===== src/rtl/ssd_scan_ctrl.sv =====
// Multiplexed 8-digit seven-segment scanner with a frame-synchronous double-buffered display value.
// Define SSD_LZB_EN to blank leading zero digits (digit 0 is always shown).
module ssd_scan_ctrl #(
    parameter int DIGIT_CYCLES = 262144,
    parameter int BLANK_CYCLES = 1024,
    parameter int NUM_DIGITS   = 8
) (
    input  logic        ClkPort,
    input  logic        Reset,
    input  logic        load,
    input  logic [31:0] value,
    input  logic [7:0]  dp_mask,
    output logic        load_ack,
    output logic        frame_start,
    output logic [7:0]  An,
    output logic [7:0]  Cathodes
);

    localparam int MAX_CYCLES = (DIGIT_CYCLES > BLANK_CYCLES) ? DIGIT_CYCLES : BLANK_CYCLES;
    localparam int CNT_W      = $clog2(MAX_CYCLES);
    localparam logic [CNT_W-1:0] DIGIT_LAST = CNT_W'(DIGIT_CYCLES - 1);
    localparam logic [CNT_W-1:0] BLANK_LAST = CNT_W'(BLANK_CYCLES - 1);
    localparam logic [2:0]       LAST_DIGIT = 3'(NUM_DIGITS - 1);

    typedef enum logic {BLANK, SHOW} state_t;

    state_t           state, state_nxt;
    logic [CNT_W-1:0] cnt, cnt_nxt;
    logic [2:0]       d, d_nxt;
    logic             started;
    logic             boundary;
    logic [31:0]      disp_val, pend_val;
    logic [7:0]       disp_dp, pend_dp;
    logic             pend_flag;
    logic [7:0]       an_nxt, cath_nxt;

    // Active-low {a,b,c,d,e,f,g}
    function automatic logic [6:0] hex_to_seg(input logic [3:0] nib);
        logic [6:0] seg;
        seg = 7'h7F;
        case (nib)
            4'h0: seg = 7'b0000001;
            4'h1: seg = 7'b1001111;
            4'h2: seg = 7'b0010010;
            4'h3: seg = 7'b0000110;
            4'h4: seg = 7'b1001100;
            4'h5: seg = 7'b0100100;
            4'h6: seg = 7'b0100000;
            4'h7: seg = 7'b0001111;
            4'h8: seg = 7'b0000000;
            4'h9: seg = 7'b0000100;
            4'hA: seg = 7'b0001000;
            4'hB: seg = 7'b1100000;
            4'hC: seg = 7'b0110001;
            4'hD: seg = 7'b1000010;
            4'hE: seg = 7'b0110000;
            4'hF: seg = 7'b0111000;
        endcase
        return seg;
    endfunction

`ifdef SSD_LZB_EN
    // A digit is a leading zero when it and every higher scanned nibble are zero.
    function automatic logic lz_blank(input logic [31:0] v, input logic [2:0] idx);
        logic blank;
        blank = (idx != 3'd0);
        for (int i = 0; i < NUM_DIGITS; i++) begin
            if (i >= int'(idx) && v[4*i +: 4] != 4'h0) blank = 1'b0;
        end
        return blank;
    endfunction
`endif

    // The first edge after reset restarts the frame so frame_start pulses immediately.
    always_comb begin
        state_nxt = state;
        cnt_nxt   = cnt + CNT_W'(1);
        d_nxt     = d;
        boundary  = 1'b0;
        if (!started) begin
            state_nxt = BLANK;
            cnt_nxt   = '0;
            d_nxt     = '0;
            boundary  = 1'b1;
        end else if (state == BLANK) begin
            if (cnt == BLANK_LAST) begin
                state_nxt = SHOW;
                cnt_nxt   = '0;
            end
        end else if (cnt == DIGIT_LAST) begin
            state_nxt = BLANK;
            cnt_nxt   = '0;
            if (d == LAST_DIGIT) begin
                d_nxt    = '0;
                boundary = 1'b1;
            end else begin
                d_nxt = d + 3'd1;
            end
        end

        an_nxt   = 8'hFF;
        cath_nxt = 8'hFF;
        if (state_nxt == SHOW) begin
            an_nxt[d_nxt] = 1'b0;
            cath_nxt      = {hex_to_seg(disp_val[4*d_nxt +: 4]), ~disp_dp[d_nxt]};
`ifdef SSD_LZB_EN
            if (lz_blank(disp_val, d_nxt)) cath_nxt[7:1] = 7'h7F;
`endif
        end
    end

    always_ff @(posedge ClkPort or posedge Reset) begin
        if (Reset) begin
            state   <= BLANK;
            cnt     <= '0;
            d       <= '0;
            started <= 1'b0;
        end else begin
            state   <= state_nxt;
            cnt     <= cnt_nxt;
            d       <= d_nxt;
            started <= 1'b1;
        end
    end

    // Outputs and buffers; a load on the boundary edge lands in pending after the transfer.
    always_ff @(posedge ClkPort or posedge Reset) begin
        if (Reset) begin
            An          <= 8'hFF;
            Cathodes    <= 8'hFF;
            frame_start <= 1'b0;
            load_ack    <= 1'b0;
            disp_val    <= '0;
            disp_dp     <= '0;
            pend_val    <= '0;
            pend_dp     <= '0;
            pend_flag   <= 1'b0;
        end else begin
            An          <= an_nxt;
            Cathodes    <= cath_nxt;
            frame_start <= boundary;
            load_ack    <= boundary && pend_flag;
            if (boundary && pend_flag) begin
                disp_val  <= pend_val;
                disp_dp   <= pend_dp;
                pend_flag <= 1'b0;
            end
            if (load) begin
                pend_val  <= value;
                pend_dp   <= dp_mask;
                pend_flag <= 1'b1;
            end
        end
    end

endmodule


===== config.mk =====
export PLATFORM = sky130hd
export DESIGN_NAME = ssd_scan_ctrl
export DESIGN_NICKNAME = d
export VERILOG_FILES = /design/src/rtl/ssd_scan_ctrl.sv
export SDC_FILE = /design/constraint.sdc
export NUM_CORES = 1
export LEC_CHECK = 0
export ABC_AREA = 1
export ABC_CLOCK_PERIOD_IN_PS = 3600
export CAP_MARGIN = 5
export CORE_MARGIN = 5
export CORE_UTILIZATION = 51
export CTS_CLUSTER_SIZE = 40
export DETAILED_ROUTE_END_ITERATION = 16
export PLACE_DENSITY_LB_ADDON = 0.1
export SLEW_MARGIN = 5
export SYNTH_ARGS = -nofsm -noshare
export SYNTH_HDL_FRONTEND = slang
export SYNTH_SLANG_ARGS = --single-unit

===== constraint.sdc =====
create_clock -name ClkPort -period 3.6 [get_ports ClkPort]
set_input_delay 0.36 -clock ClkPort [delete_from_list [all_inputs] [get_ports ClkPort]]
set_output_delay 0.36 -clock ClkPort [all_outputs]
set_load 0.01 [all_outputs]

# ---- Word level (Yosys, flattened, before mapping)
# Memories as Yosys holds them, arrays and structs flattened.
# Cells that the tools add are included.
dict set report op_classes {
  add_sub_neg 2
  n_lt_le_gt_ge 2
  n_eq_ne 3
  shifts 1
  mux 24
  bitwise_logic 2
  reduce_logical 3
}
# operator count
set ops {}
lappend ops {{$mux W18} 4}
lappend ops {{$shiftx A32 B6 Y4} 1}
lappend ops {{$add A18 B1 Y18 const B} 1}
lappend ops {{$eq A18 B10 Y1 const B} 1}
lappend ops {{$eq A18 B18 Y1 const B} 1}
lappend ops {{$mux W8} 2}
lappend ops {{$mux W1} 12}
lappend ops {{$mux W3} 4}
lappend ops {{$not A8 Y8} 1}
lappend ops {{$lt A3 B4 Y1 const B} 1}
lappend ops {{$add A3 B1 Y3 const B} 1}
lappend ops {{$bmux W1 S3} 1}
lappend ops {{$demux W1 S3} 1}
lappend ops {{$eq A3 B3 Y1 const B} 1}
lappend ops {{$ge A3 B1 Y1 const B} 1}
lappend ops {{$logic_and A1 B1 Y1} 2}
lappend ops {{$reduce_bool A2 Y1} 1}
lappend ops {{$not A1 Y1} 1}
dict set report totals {
  ff_bits 122
  rom_bits 112
  in_bits 43
  output_inout_bits 18
  wordCells 51
  n_memories 1
}
# memory depth width rd rd_clocked_by_memory_dff write_ports line
set memory_table {}
lappend memory_table {{(no name shown)} 16 7 1 0 0 41} ;# case (nib)

# ---- Logic depth before layout (Yosys ltp)
dict set report logic_depth {
  ltp_word 11
  depth_mapped 20
  mapped_depth_nobuf 19
}

# ---- Least setup slack after synthesis
# No wires, ideal clock.
dict set report synth_timing {
  path_type {register to register}
  start {register cnt[0]}
  end {register Cathodes[4]}
  setup_time_ps 84
  arrival_time_ps 2290
  required_ps 3516
  slack_ps 1226
  stages_incl_launch_ff 20
  n_path_buf 1
  period_less_slack_ps 2374
  path_cell_list {dfrtp_1 > ha_1 > nand3_1 > inv_1 > nand2_2 > nor2_4 > nand3_2 > nand2_4 > nand2_4 > inv_4 > buf_6 > nand2_1 > nand3_1 > nand2_1 > nor2_2 > ha_1 > o21ai_0 > nand2_1 > nand2_1 > nand3_1}
}
dict set report synth_via {
  elab_chain_cells 7
  word_cells_on_any_way 12
  cone_classes {eq/ne: 2; shift: 1; mux: 8; memory: 1}
}
# item line
set synth_rtl {}
lappend synth_rtl {{start, declared} 28} ;# logic [CNT_W-1:0] cnt, cnt_nxt;
lappend synth_rtl {{start signal, assigned} 120} ;# cnt <= cnt_nxt;
lappend synth_rtl {{$eq A18 B18 Y1} 90} ;# end else if (cnt == DIGIT_LAST) begin
lappend synth_rtl {{$mux W3} 90}
lappend synth_rtl {{$mux W3} 85} ;# end else if (state == BLANK) begin
lappend synth_rtl {{$mux W3} 80} ;# if (!started) begin
lappend synth_rtl {{net d_nxt[0]} 29} ;# logic [2:0] d, d_nxt;
lappend synth_rtl {{$shiftx A32 B6 Y4} 105} ;# cath_nxt = {hex_to_seg(disp_val[4*d_nxt +: 4]), ~disp_dp[d_nxt]};
lappend synth_rtl {{$mem_v2 Z16 W7} n/a}
lappend synth_rtl {{$mux W8} 103} ;# if (state_nxt == SHOW) begin
lappend synth_rtl {{net cath_nxt[4]} 35} ;# logic [7:0] an_nxt, cath_nxt;
lappend synth_rtl {{end signal, assigned} 140} ;# Cathodes <= cath_nxt;
lappend synth_rtl {{end, declared} 16} ;# output logic [7:0] Cathodes
# The timed path passes the listed nets, and every way through them passes these cells.
# A chain may end at the register's enable or synchronous reset.

# ---- Worst setup path after layout
dict set report layout_timing {
  start {register cnt[0]}
  end {register Cathodes[4]}
}
dict set report layout_via {
  elab_chain_cells 7
  word_cells_on_any_way 12
  cone_classes {eq/ne: 2; shift: 1; mux: 8; memory: 1}
}
# item line
set layout_rtl {}
lappend layout_rtl {{$eq A18 B18 Y1} 90}
lappend layout_rtl {{$mux W3} 90}
lappend layout_rtl {{$mux W3} 85}
lappend layout_rtl {{$mux W3} 80}
lappend layout_rtl {{$shiftx A32 B6 Y4} 105}
lappend layout_rtl {{$mem_v2 Z16 W7} n/a}
lappend layout_rtl {{$mux W8 *} 103}
lappend layout_rtl {{net cath_nxt[4]} 35}
# Mark *: on every way through the listed nets, which the timed path passes. The rest lies on a longest branch.

==> results.cfg <==
[hold_path]
hp-class = in2reg
hp-start = value[5]
min_to = pend_val[5]
hold_depth = 3

[worst_setup_path]
path_class = reg2reg
reg2reg_depth = 18
critPathMaxStageDelay_ns = 0.37
r2r-start = cnt[0]
cp_data_required_time_ns = 4.03
arrival_ns = 3.25
startpoint_type = flop
r2r_slack_ns = 0.79
worstReg2RegEnd = Cathodes[4]
crit_start = cnt[0]
cp_slowest_cell = dfrtp_1
crit_chain = ha_1 -> nand3_1 -> inv_1 -> nand2_2 -> nor2_4 -> nand3_2 -> nand2_4 -> nand2_4 -> inv_4 -> nand2_1 -> nand3_1 -> nand2_1 -> nor2_2 -> ha_1 -> o21ai_0 -> nand2_1 -> nand2_1 -> nand3_1
cp-end-kind = flop
cpMostUsedCell = nand2_1
cp_max_fo = 21

[drt]
drc_errors = 0
wirelength_mm = 11.19
m1WireLength_mm = 5.075
wl_met2_mm = 5.454
first_pass_iters = 4
vias = 4132
highest_layer = met4
drtAntennaViolNets = 0
wl_per_cell_um = 13.18
wl_met3_um = 492
drt_iter0_drc = 203
vias_per_cell = 4.867

[die]
start_util = 0.5144
fp.dieW_um = 114.1
die_area_mm2 = 0.01302
pin_count = 61
die_h_um = 114.1
core_mm2 = 0.01075
placementRows = 38

[synth]
yosysWarnings = 0
yosysTopAreaCell = dfrtp_1
yosys.cell_types.count = 37
synth_edf_count = 0
synth_top_cell_area_share = 0.4799
yosysSeqAreaShare = 0.5559
synth_top_flop_cell = dfrtp_1
syn_inst = 629
yosysMostFrequentCell = nand2_1
ys_ff_latch = 122
yosys-top-cells-area = dfrtp_1 48%, nand2_1 16%, dfstp_2 7.6%
avgSynthCellArea_um2 = 8.788
yosys-top-cells-count = 237 x nand2_1, 106 x dfrtp_1, 54 x inv_1
syn_nets = 681
synth_area_mm2 = 0.005528
synth-async-reset-ratio = 1.000

[pwr]
switching_power_uw = 848.3
clkPwrFrac = 0.472
netSwitchingFraction = 0.2298
p_int_mw = 2.842
power_density_mw_per_mm2 = 533.2
power_leakage_nw = 3.328
p_seq_frac = 0.423
combPwrFrac = 0.106
ir_drop_mv = 0.3691

[place]
gp_congestion = 0.8591
place_inst = 816
port_buffers = 60
dpl.hpwl_mm = 7.958

[global_routing]
grt.overflow.total = 0
grt_pass1_vias = 4122
grt_max_degree = 75
antenna_found_initial = 0
grt_pass1_wl_mm = 19.57
grtUsageTotal = 0.1918

[finish]
antenna_cells = 0
area_delta_synth_final_pct = 25.22
fillers = 944
seqCellArea_mm2 = 0.003073
fin_cells = 849
multi_input_area_mm2 = 0.002132
drive_gt1_frac = 0.1481
layout.nets = 748

[clock_network]
clock_latency_ns = 0.52
clkSinkCount = 122
cts-htree-levels = 4
cts_hold_buf = 0
cts_setup_buffers = 0
root_buffer = clkbuf_8
clock_path_buffers = 2
cts_buffers = 17
cts_tree = yes
cts_resized = 0
path_clk_slew_ns = 0.05

[sta]
period_share = 0.7819
skew_ns = 0.01186
period_needed_ns = 2.815
slew_headroom = 0.4259
setup_tns_ns = 0
tightest_slew_ns = 0.8611
finalHoldViolations = 0
slew_viol_final = 0
fmax_mhz = 355.3
rsz0062_at_grt = false
setup_viol = 0

[job]
max_cap_violations = 0

[run_status]
status = complete, no violations
[worst max-delay path by stage]
| stage | to | slack (ns) |
|---|---|---|
| floorplan | cnt[0] | 0.02 |
| global placement | Cathodes[4] | 0.96 |
| detailed placement | Cathodes[4] | 0.81 |
| CTS | Cathodes[4] | 0.79 |
| global route | Cathodes[4] | 0.47 |
| finish | Cathodes[4] | 0.79 |
[sequential cells by signal, indices dropped and copies added (netlist names)]
register and count:
disp_val 32, pend_val 32, cnt 18, An 8, Cathodes 8, disp_dp 8
pend_dp 8, d 3, frame_start 1, load_ack 1, pend_flag 1, started 1
state 1
[placed cells by master (no fill, tap or decap), drive strengths merged, types with 2 or more instances in the layout]
cell type,n
o21ai,37
nor4,2
dfrtp,106
ha,9
dfstp,16
nor3b,3
clkbuf,26
nor2,49
inv,60
nand3,41
buf,8
clkdlybuf4s50,60
xnor2,5
mux2,11
clkinv,3
nand2,251
o211ai,3
bufinv,3
xor2,6
[metal layers]
layer / global-route usage / vias to the layer above
li1: - / 2091
met1: 0.2509 / 1944
met2: 0.3029 / 81
met3: 0.06131 / 16
met4: 0.06651 / 0
met5: 0 / -
[logic make-up after synthesis]
kind of cell / synth area share
simple gates: 0.2793
flops: 0.5559
buf+inv: 0.05975
compound gates: 0.04414
xor+xnor: 0.01743
mux: 0.02241
fa+ha+maj: 0.02037
other cells: 0.0006784
[worst max-delay path, delay by kind of cell, from the launching register on]
family	cells	cell delay [ns]
AND/OR/NAND/NOR	13	1.50
flip-flops	1	0.37
buffers and inverters	2	0.29
AO/OA/AOI/OAI	1	0.10
adder cells (fa/ha/maj)	2	0.46
[metrics by stage]
step	util	setup WS (ns)	hold WS (ns)	power, mW	area (um^2)
2_1_floorplan	-	0.02395	0.4329	1.824	5528
3_3_place_gp	0.5834	0.9620	0.4438	1.956	6269
3_5_place_dp	0.5834	0.8121	0.4564	1.968	6269
4_1_cts	0.6416	0.7875	0.3521	3.726	6894
5_1_grt	0.6442	0.4717	0.3577	3.872	6922
6_report	0.6442	0.7853	0.3745	3.691	6922
[power groups by stage]
| stage | registers (mW) | logic [mW] | clock network, mW |
|---|---|---|---|
| 3_5_place_dp | 1.58 | 0.386 | 0 |
| 5_1_grt | 1.57 | 0.447 | 1.85 |
| 6_report | 1.56 | 0.390 | 1.74 |
| 4_1_cts | 1.56 | 0.393 | 1.77 |
| 2_1_floorplan | 1.56 | 0.264 | 0 |
| 3_3_place_gp | 1.58 | 0.378 | 0 |
[area by class of cell]
class,count,share of cell area
inverter,61,0.03398
tap,140,0.02531
clock buffer,26,0.07484
clock inverter,6,0.01555
multi-input combinational,426,0.3080
sequential,122,0.4440
timing repair buffer,68,0.09834
Power figures use the tool's default switching activity.
